==> src/rtl/riscv_pkg.sv <==
// Shared definitions for the single-cycle RISC-V core: instruction memory
// size, boot loader state encoding and a byte-lane selection helper.
package riscv_pkg;

    localparam int IMEM_BYTES = 88;

    typedef enum logic [1:0] {
        LD_IDLE      = 2'd0,
        LD_WAIT_WORD = 2'd1,
        LD_WRITE     = 2'd2,
        LD_DONE      = 2'd3
    } loader_state_t;

    // Little-endian byte lane of a 32-bit word: lane 0 is bits [7:0].
    function automatic logic [7:0] word_byte(input logic [31:0] word, input logic [1:0] lane);
        logic [7:0] b;
        case (lane)
            2'd0:    b = word[7:0];
            2'd1:    b = word[15:8];
            2'd2:    b = word[23:16];
            2'd3:    b = word[31:24];
            default: b = 8'h00;
        endcase
        return b;
    endfunction

endpackage

==> src/rtl/imem_boot_loader.sv <==
// Boot-time loader for the byte-addressed instruction memory. Takes 32-bit
// words from a valid/ready stream, writes each as four little-endian bytes,
// and keeps the core in reset until the requested image is complete.
module imem_boot_loader
    import riscv_pkg::*;
#(
    parameter int MEM_BYTES = IMEM_BYTES,
    parameter int ADDR_W    = 32,
    parameter int CNT_W     = $clog2(MEM_BYTES / 4 + 1)
) (
    input  logic              clk,
    input  logic              rst_n,
    input  logic              start,
    input  logic              abort,
    input  logic [CNT_W-1:0]  load_words,
    input  logic              in_valid,
    input  logic [31:0]       in_data,
    output logic              in_ready,
    output logic              mem_we,
    output logic [ADDR_W-1:0] mem_addr,
    output logic [7:0]        mem_wdata,
    output logic              busy,
    output logic              done,
    output logic              err,
    output logic              cpu_rst_n
);

    // Byte count of the request is computed two bits wider so it never wraps.
    localparam int REQ_W = CNT_W + 2;

    loader_state_t     state_r;
    logic [CNT_W-1:0]  count_r;
    logic [ADDR_W-1:0] word_addr_r;
    logic [1:0]        lane_r;
    logic [31:0]       word_r;
    logic              err_r;

    logic [REQ_W-1:0]  req_bytes_s;
    logic              too_big_s;

    assign req_bytes_s = {load_words, 2'b00};
    assign too_big_s   = (req_bytes_s > REQ_W'(MEM_BYTES));

    // Load sequencer: state, word address, byte lane, remaining count, error flag.
    always_ff @(posedge clk or negedge rst_n) begin
        if (!rst_n) begin
            state_r     <= LD_IDLE;
            count_r     <= '0;
            word_addr_r <= '0;
            lane_r      <= 2'd0;
            word_r      <= 32'h0000_0000;
            err_r       <= 1'b0;
        end else if (abort) begin
            // Abort beats start; a partially written word is left in memory.
            state_r <= LD_IDLE;
        end else begin
            case (state_r)
                LD_IDLE, LD_DONE: begin
                    if (start) begin
                        if (too_big_s) begin
                            // Rejected request: flag it and leave state untouched.
                            err_r <= 1'b1;
                        end else begin
                            err_r       <= 1'b0;
                            word_addr_r <= '0;
                            lane_r      <= 2'd0;
                            count_r     <= load_words;
                            state_r     <= (load_words == CNT_W'(0)) ? LD_DONE : LD_WAIT_WORD;
                        end
                    end
                end
                LD_WAIT_WORD: begin
                    if (in_valid) begin
                        word_r  <= in_data;
                        lane_r  <= 2'd0;
                        state_r <= LD_WRITE;
                    end
                end
                LD_WRITE: begin
                    if (lane_r == 2'd3) begin
                        lane_r      <= 2'd0;
                        word_addr_r <= word_addr_r + ADDR_W'(4);
                        count_r     <= count_r - CNT_W'(1);
                        state_r     <= (count_r == CNT_W'(1)) ? LD_DONE : LD_WAIT_WORD;
                    end else begin
                        lane_r <= lane_r + 2'd1;
                    end
                end
                default: begin
                    state_r <= LD_IDLE;
                end
            endcase
        end
    end

    // Output decode from registered state; address/data are forced to 0 outside writes.
    always_comb begin
        in_ready  = 1'b0;
        mem_we    = 1'b0;
        mem_addr  = '0;
        mem_wdata = 8'h00;
        busy      = 1'b0;
        done      = 1'b0;
        cpu_rst_n = 1'b0;
        err       = err_r;
        case (state_r)
            LD_IDLE: begin
                busy = 1'b0;
            end
            LD_WAIT_WORD: begin
                in_ready = 1'b1;
                busy     = 1'b1;
            end
            LD_WRITE: begin
                busy      = 1'b1;
                mem_we    = 1'b1;
                mem_addr  = word_addr_r + ADDR_W'(lane_r);
                mem_wdata = word_byte(word_r, lane_r);
            end
            LD_DONE: begin
                done      = 1'b1;
                cpu_rst_n = 1'b1;
            end
            default: begin
                busy = 1'b0;
            end
        endcase
    end

endmodule
==> config.mk <==
export PLATFORM = sky130hd
export DESIGN_NAME = imem_boot_loader
export DESIGN_NICKNAME = d
export VERILOG_FILES = /design/src/rtl/riscv_pkg.sv /design/src/rtl/imem_boot_loader.sv
export SDC_FILE = /design/constraint.sdc
export NUM_CORES = 1
export LEC_CHECK = 0
export CORE_MARGIN = 4
export CORE_UTILIZATION = 30
export CTS_CLUSTER_DIAMETER = 80
export CTS_CLUSTER_SIZE = 20
export DETAILED_ROUTE_END_ITERATION = 8
export GPL_TIMING_DRIVEN = 1
export PLACE_DENSITY = 0.59
export SYNTH_ARGS = -nofsm -noshare
export SYNTH_HDL_FRONTEND = slang
export SYNTH_SLANG_ARGS = --single-unit
==> constraint.sdc <==
create_clock -name clk -period 3.5 [get_ports clk]
set_input_delay 0.35 -clock clk [delete_from_list [all_inputs] [get_ports clk]]
set_output_delay 0.35 -clock clk [all_outputs]
set_load 0.005 [all_outputs]
# Word-level counts from Yosys, hierarchy flattened
# Cells that the tools add are included.
# W data, S select, Z words.
# classes
add_sub_neg	4
magnitude_cmp	1
eq_ne	15
n_mux	29
n_bitwise	1
reduce_logical	11
# op_table
op	count
$mux W32	4
$pmux W32 S2	1
$add A32 B2 Y32	1
$add A32 B3 Y32 const B	1
$pmux W8 S4	1
$mux W2	11
$mux W5	3
$ne A3 B3 Y1 const B	4
$pmux W2 S3	2
$pmux W5 S2	1
$eq A2 B2 Y1 const B	4
$mux W8	1
$ne A2 B2 Y1 const B	4
$reduce_and A4 Y1	2
$gt A7 B7 Y1 const B	1
$reduce_and A3 Y1	2
$eq A5 B1 Y1 const B	1
$logic_not A5 Y1	1
$mux W1	5
$reduce_and A5 Y1	1
$sub A5 B1 Y5 const B	1
$eq A2 B1 Y1 const B	2
$logic_not A2 Y1	2
$reduce_or A2 Y1	2
other kinds (3)	3
# word_totals
regBits	74
input_bits	42
elab_cells	67

# Depth between registers and ports, before layout
# Gate-level depths: netlist (run 1).
# depth
word_depth	6
ltp_mapped	10
mapped_depth_nobuf	7

# Worst setup path before layout (run 1)
# OpenSTA, ideal clock, no wires.
# synth_timing
kind	flip-flop to flip-flop
startpoint	register lane_r[0]
endpoint	register word_addr_r[7]
arrival_time_ns	2.101
required_ns	3.379
slack_ns	1.278
stages_incl_launch_ff	10
n_path_buf	3
synth_period_minus_slack_ns	2.222
path_cell_list	dfrtp_1 -> ha_1 -> clkbuf_1 -> nand2b_1 -> a21boi_2 -> o21ai_2 -> clkbuf_1 -> clkbuf_1 -> o21ai_0 -> a22o_1
# synth_via
elab_chain_cells	3
# synth_lines
item	line	text
start, declared	imem_boot_loader.sv:34	logic [1:0] lane_r;
start signal, assigned	imem_boot_loader.sv:86	lane_r <= lane_r + 2'd1;
$eq A2 B2 Y1	imem_boot_loader.sv:80	if (lane_r == 2'd3) begin
$ne A2 B2 Y1 (no source line)	-	
$reduce_and A5 Y1 (no source line)	-	
end signal, assigned	imem_boot_loader.sv:82	word_addr_r <= word_addr_r + ADDR_W'(4);
end, declared	imem_boot_loader.sv:33	logic [ADDR_W-1:0] word_addr_r;
# Every way passes these cells.
# A chain may end at the register's enable or synchronous reset.

# Final worst setup path (run 1)
# layout_timing
startpoint	register state_r[0]
endpoint	output port mem_addr[12]
# layout_via
elab_chain_cells	2
# layout_lines
item	line	text
start, declared	imem_boot_loader.sv:31	loader_state_t state_r;
start signal, assigned	imem_boot_loader.sv:68	state_r <= (load_words == CNT_W'(0)) ? LD_DONE : LD_WAIT_WORD;
start signal, assigned	imem_boot_loader.sv:84	state_r <= (count_r == CNT_W'(1)) ? LD_DONE : LD_WAIT_WORD;
$eq A2 B2 Y1	imem_boot_loader.sv:106	case (state_r)
$mux W32	imem_boot_loader.sv:106	
end, declared	imem_boot_loader.sv:20	output logic [ADDR_W-1:0] mem_addr,
# Every way passes these cells.

==> results of run 1 <==
## cell type report
class                      instances  area (um2)  share of cell area, %
multi-input combinational        317        2130                   39.0
sequential                        72        1800                   33.0
timing repair buffer              95         938                   17.2
clock buffer                       9         225                   4.12
tap                              176         220                   4.03
clock inverter                     7        85.1                   1.56
inverter                          16        60.1                   1.10
## cell families after synthesis
| group | count (synthesis) | synth area share (%) |
|---|---|---|
| flops | 72 | 44.0 |
| fa+ha+maj | 10 | 3.06 |
| mux | 38 | 10.3 |
| compound gates | 71 | 12.5 |
| simple gates | 198 | 26.0 |
| buf+inv | 42 | 4.12 |
## worst max path at each step
stage / start / to / cells past startpoint
floorplan: lane_r[0] / word_addr_r[7] / 9
global placement: state_r[0] / mem_addr[12] / 7
detailed placement: state_r[0] / mem_addr[12] / 7
CTS: state_r[0] / mem_addr[12] / 7
global route: state_r[0] / mem_addr[12] / 7
finish: state_r[0] / mem_addr[12] / 7
## stage by stage
stage / hold slack [ns] / instances / setup slack, ns / area [um2]
after global routing: 0.256 / 692 / 0.364 / 5460
after floorplan: 0.0544 / 431 / 1.28 / 4100
after CTS: 0.215 / 692 / 0.523 / 5460
after global placement: 0.474 / 676 / 0.992 / 5150
final: 0.174 / 692 / 0.586 / 5460
after detailed placement: 0.495 / 676 / 0.905 / 5150
## registers in the layout, summed over array words and instances, names as in the netlist
register / count
err: 1
word_r: 32
count_r: 5
lane_r: 2
word_addr_r: 30
state_r: 2
## placed cells by master (no fill, tap or decap), drive strengths merged, types with 7 or more instances in the layout
master	count
a21oi	10
a222oi	8
a22oi	9
and2	25
buf	9
clkbuf	9
clkdlybuf4s50	86
dfrtp	72
ha	10
inv	20
mux2	34
nand2	45
nand2b	10
nand3	33
nand4	8
nor2	33
o21ai	18
o41ai	7
or4	13
## report_power, final
group / leakage, nW / internal [mW] / switching, mW / total [mW]
Clock: 0.153 / 0.567 / 0.405 / 0.972
Sequential: 0.930 / 1.06 / 0.138 / 1.20
Combinational: 1.10 / 0.350 / 0.311 / 0.661
## worst max-delay path, cell delays in order, from the launching register on
cell and delay (ns):
sky130_fd_sc_hd__dfrtp_1 0.41, sky130_fd_sc_hd__inv_1 0.07, sky130_fd_sc_hd__ha_1 0.16, sky130_fd_sc_hd__buf_4 0.29, sky130_fd_sc_hd__inv_1 0.33, sky130_fd_sc_hd__buf_4 0.28
sky130_fd_sc_hd__nor2_1 0.15, sky130_fd_sc_hd__clkdlybuf4s50_1 0.52
## layer usage
layer,up-vias,part of all wire (%)
met5,-,0
met4,0,1.1
met3,12,5.8
met2,108,47
met1,1729,46
li1,1726,-
==> impl_metrics.py, run 1 <==
metrics = {
    "synth": {
        "synth.avg_cell_area_um2": 9.50,
        "ys.warnings.count": 0,
        "yosys-top-cells-area": "sky130_fd_sc_hd__dfrtp_1, sky130_fd_sc_hd__mux2_2, sky130_fd_sc_hd__nand2_1",
        "yosys.area.top_type": "sky130_fd_sc_hd__dfrtp_1",
        "postSynthRegisterBits": 72,
        "synth_edf_count": 0,
        "synth_largest_type_area_fraction_pct": 44.0,
        "portion_of_the_post_synthesis_area_used_by_sequential_elements_pct": 44.0,
        "synthesis.nets": 483,
        "ys.flop_type": "sky130_fd_sc_hd__dfrtp_1",
        "yosysUniqueCellTypes": 50,
        "yosys.cell_count.top_type": "sky130_fd_sc_hd__dfrtp_1",
        "synth_top_cells_by_count": "sky130_fd_sc_hd__dfrtp_1, sky130_fd_sc_hd__nand2_1, sky130_fd_sc_hd__mux2_2",
        "instance_count_of_the_mapped_netlist": 431,
        "async_set_reset_flop_share_out_of_synthesis_pct": 100,
        "syn-cell-area_um2": 4100,
    },
    "floorplanning": {
        "fp.dieArea_um2": 15600,
        "row_count": 42,
        "dieHeight_um": 125,
        "start_util_pct": 30.8,
        "coreArea_um2": 13300,
        "die_width_um": 125,
        "io-pin-count": 88,
    },
    "global_routing": {
        "global_route_wire_length_before_repair_mm": 18.5,
        "grtUsageMet2_pct": 23.0,
        "gr-total-overflow": 0,
        "grt.total_usage_pct": 14.2,
        "grt_start_max_net_pins": 59,
        "antenna_found_initial": 0,
        "top_usage_layer": "met2",
        "via_count_of_the_first_global_routing_pass": 3656,
        "groute.layer.met3.usage_pct": 3.86,
        "grt_util_met1_pct": 18.7,
    },
    "routing": {
        "drt-pass1-iter-count": 4,
        "final_antenna_net_count": 0,
        "vias": 3575,
        "drt_iter0_markers": 203,
        "wl_mm": 10.8,
        "detail_route.wl_per_cell_um": 15.6,
        "detail_route.drc_violations": 0,
        "viasPerCell": 5.17,
    },
    "placement": {
        "finalWeightedCongestion": 0.842,
        "portBuffers": 87,
        "hpwl_reported_at_the_end_of_detailed_placement_mm": 7.89,
    },
    "timing": {
        "final_period_minus_worst_setup_slack_ns": 2.91,
        "rsz0062_at_grt": "no",
        "final.setup_skew_ns": 0.00784,
        "worst_pin_slew_ns": 1.00,
        "slew_headroom_pct": 33.3,
        "timing.final.crit_share_pct": 83.3,
        "highest_achievable_clock_rate_ghz": 0.343,
        "report.final.slew_viol_count": 0,
        "hold_viol": 0,
        "finalSetupViolations": 0,
        "setup_total_negative_slack_ns": 0,
    },
    "power_and_ir_drop": {
        "static_leak_nw": 2.18,
        "power_mw": 2.83,
        "vdd.ir_drop.worst_uv": 356,
        "powerDensity_nw_per_um2": 518,
    },
    "setup_path": {
        "worst-path-max-fanout": 31,
        "crit_path_start_kind": "flip-flop",
        "crit-reg2reg-capture": "word_addr_r[19]",
        "critPathKind": "flip-flop to primary output",
        "reg2regPathDepth": 9,
        "worstPathRequired_ns": 3.15,
        "worstPathArrival_ns": 2.56,
        "worst-r2r-setup-slack_ns": 1.15,
        "worstReg2RegStart": "state_r[0]",
        "critical_path.endpoint_type": "primary output",
    },
    "cells_and_area": {
        "finish.net_count": 563,
        "final_standard_cell_utilization_of_the_core_pct": 41.1,
        "antenna-diode-count": 0,
        "synthesis_to_finish_area_growth_pct": 33.4,
        "layout-drive-gt1-share_pct": 13.6,
        "fill_cells": 1316,
    },
    "clocking": {
        "tritoncts": "done",
        "worstSkewPairLatency_ns": 0.34,
        "numClockSinks": 72,
        "cts_hold_repair.buffers": 0,
        "clock_path_buffers": 2,
        "numCtsBuffers": 9,
        "post_cts.repair.setup_buffers": 0,
        "cts.reportedPaths.clkPinSlew_ns": 0.06,
        "ctsRootBufferMaster": "sky130_fd_sc_hd__clkbuf_16",
        "cts.repair.resized": 0,
        "htree_depth": 3,
    },
    "min_path": {
        "hold_path.class": "input port to async pin",
    },
    "run": {
        "max-cap-violations": 0,
    },
    "status": {
        "outcome": "finished clean",
    },
}
Power figures use the tool's default switching activity.
==> inputs of run 2 (changes only) <==
--- a/config.mk
+++ b/config.mk
@@ -11,7 +11,7 @@
 export CTS_CLUSTER_SIZE = 20
 export DETAILED_ROUTE_END_ITERATION = 8
 export GPL_TIMING_DRIVEN = 1
-export PLACE_DENSITY = 0.59
+export PLACE_DENSITY = 0.61
 export SYNTH_ARGS = -nofsm -noshare
 export SYNTH_HDL_FRONTEND = slang
 export SYNTH_SLANG_ARGS = --single-unit
==> constraint.sdc (replaced) <==
create_clock -name clk -period 2.4 [get_ports clk]
set_input_delay 0.24 -clock clk [delete_from_list [all_inputs] [get_ports clk]]
set_output_delay 0.24 -clock clk [all_outputs]
set_load 0.005 [all_outputs]
==> impl_metrics.py, run 2 (same netlist as run 1, synthesis figures left out) <==
metrics = {
    "global_routing": {
        "grt_util_met1_pct": 19.6,
        "groute.layer.met3.usage_pct": 3.95,
        "top_usage_layer": "met2",
        "via_count_of_the_first_global_routing_pass": 3622,
        "global_route_wire_length_before_repair_mm": 18.2,
        "grtUsageMet2_pct": 21.9,
        "gr-total-overflow": 0,
        "grt.total_usage_pct": 14.1,
        "antenna_found_initial": 0,
        "grt_start_max_net_pins": 73,
    },
    "clocking": {
        "numCtsBuffers": 9,
        "numClockSinks": 72,
        "tritoncts": "done",
        "cts.reportedPaths.clkPinSlew_ns": 0.06,
        "ctsRootBufferMaster": "sky130_fd_sc_hd__clkbuf_16",
        "htree_depth": 3,
        "clock_path_buffers": 2,
        "worstSkewPairLatency_ns": 0.34,
    },
    "floorplanning": {
        "start_util_pct": 30.8,
        "coreArea_um2": 13300,
        "row_count": 42,
        "dieHeight_um": 125,
        "fp.dieArea_um2": 15600,
        "die_width_um": 125,
        "io-pin-count": 88,
    },
    "timing": {
        "setup_total_negative_slack_ns": 0,
        "final_period_minus_worst_setup_slack_ns": 2.30,
        "highest_achievable_clock_rate_ghz": 0.434,
        "hold_viol": 0,
        "final.setup_skew_ns": 0.00604,
        "slew_headroom_pct": 66.1,
        "report.final.slew_viol_count": 0,
        "worst_pin_slew_ns": 0.503,
        "timing.final.crit_share_pct": 96.0,
        "hold-worst-slack_ns": 0.452,
        "finalSetupViolations": 0,
    },
    "cells_and_area": {
        "layout_top_registers": "word_r (32), word_addr_r (30), count_r (5)",
        "finish.net_count": 575,
        "layout-drive-gt1-share_pct": 16.3,
        "antenna-diode-count": 0,
        "max_flop_register": "word_r",
        "synthesis_to_finish_area_growth_pct": 37.2,
        "fill_cells": 1276,
        "mostFrequentLayoutCells": "sky130_fd_sc_hd__clkdlybuf4s50_1, sky130_fd_sc_hd__dfrtp_1, sky130_fd_sc_hd__nand2_1",
        "most_common_library_cell_in_the_layout_ignoring_fill_and_taps": "sky130_fd_sc_hd__clkdlybuf4s50_1",
        "final_standard_cell_utilization_of_the_core_pct": 42.3,
        "largest_register_ffs": 32,
        "final_cells": 704,
    },
    "setup_path": {
        "worst_setup_path_startpoint": "state_r[0]",
        "critPathKind": "flip-flop to primary output",
        "critical_path.endpoint": "mem_addr[17]",
        "worst-r2r-setup-slack_ns": 0.25,
        "worst-path-max-fanout": 41,
        "crit-reg2reg-capture": "word_addr_r[31]",
        "worstPathRequired_ns": 2.16,
        "worstReg2RegStart": "word_addr_r[7]",
        "crit_path_start_kind": "flip-flop",
        "reg2regPathDepth": 5,
        "critical_path.endpoint_type": "primary output",
        "worstPathArrival_ns": 2.06,
    },
    "status": {
        "outcome": "finished clean",
    },
    "routing": {
        "vias": 3657,
        "final_antenna_net_count": 0,
        "viasPerCell": 5.19,
        "detail_route.wl_per_cell_um": 15.7,
        "drt-pass1-iter-count": 8,
        "wl_mm": 11.0,
        "drt_iter0_markers": 321,
        "detail_route.drc_violations": 0,
    },
    "placement": {
        "portBuffers": 87,
        "hpwl_reported_at_the_end_of_detailed_placement_mm": 7.97,
        "place.detailed.instances": 684,
        "finalWeightedCongestion": 0.788,
    },
    "power_and_ir_drop": {
        "powerDensity_nw_per_um2": 734,
        "static_leak_nw": 2.32,
        "vdd.ir_drop.worst_uv": 364,
        "power_mw": 4.13,
    },
    "run": {
        "max-cap-violations": 0,
    },
    "min_path": {
        "hold_path.class": "input port to async pin",
    },
}
run 2: what timing repair did:
action | CTS | global route
pin swaps | 7 | 2
buffers inserted | 1 | 2
cloned | 0 | 0
hold buffers | 1 | 0
endpoints found under the setup margin | 36 | 22
hold endpoints to repair | 72 | 0
resized for setup | 14 | 5
run 2: how the worst min path moves through the flow:
stage                       to  depth (start not counted)  slack [ns]  start
2_1_floorplan       count_r[0]                          0       -0.06  rst_n
3_3_place_gp   word_addr_r[10]                          2        0.30  rst_n
3_5_place_dp   word_addr_r[11]                          2        0.31  rst_n
4_1_cts        word_addr_r[11]                          3        0.49  rst_n
5_1_grt        word_addr_r[11]                          3        0.50  rst_n
6_report       word_addr_r[10]                          3        0.45  rst_n
run 2: power by group:
group,leakage [nW],total [mW],switching (mW),internal [mW]
logic,1.25,1.01,0.472,0.541
clock network,0.143,1.36,0.545,0.810
registers,0.929,1.76,0.209,1.55
run 2: metal layers:
layer	vias up	part of all wire, %
li1	1753	-
met1	1774	47
met2	116	45
met3	14	6.1
met4	0	1.1
met5	-	0
run 2: worst max-delay path, cell delays in order, from the launching register on:
cell and delay (ns):
sky130_fd_sc_hd__dfrtp_1 0.41, sky130_fd_sc_hd__inv_1 0.07, sky130_fd_sc_hd__ha_2 0.24, sky130_fd_sc_hd__buf_8 0.24, sky130_fd_sc_hd__and2_1 0.23, sky130_fd_sc_hd__clkdlybuf4s50_1 0.53
run 2: per-stage QoR:
step | setup slack (ns) | area, um2
floorplan | 0.178 | 4100
CTS | 0.00641 | 5590
detailed placement | 0.112 | 5240
finish | 0.0955 | 5620
global placement | 0.182 | 5240
global route | -0.00597 | 5620
run 2: final cells by class:
class                      instances  area [um2]  share of cell area [%]
sequential                        72        1800                    32.1
clock inverter                     6        68.8                    1.22
timing repair buffer             107        1060                    18.9
inverter                          16        60.1                    1.07
tap                              176         220                    3.92
multi-input combinational        317        2170                    38.7
clock buffer                      10         229                    4.07
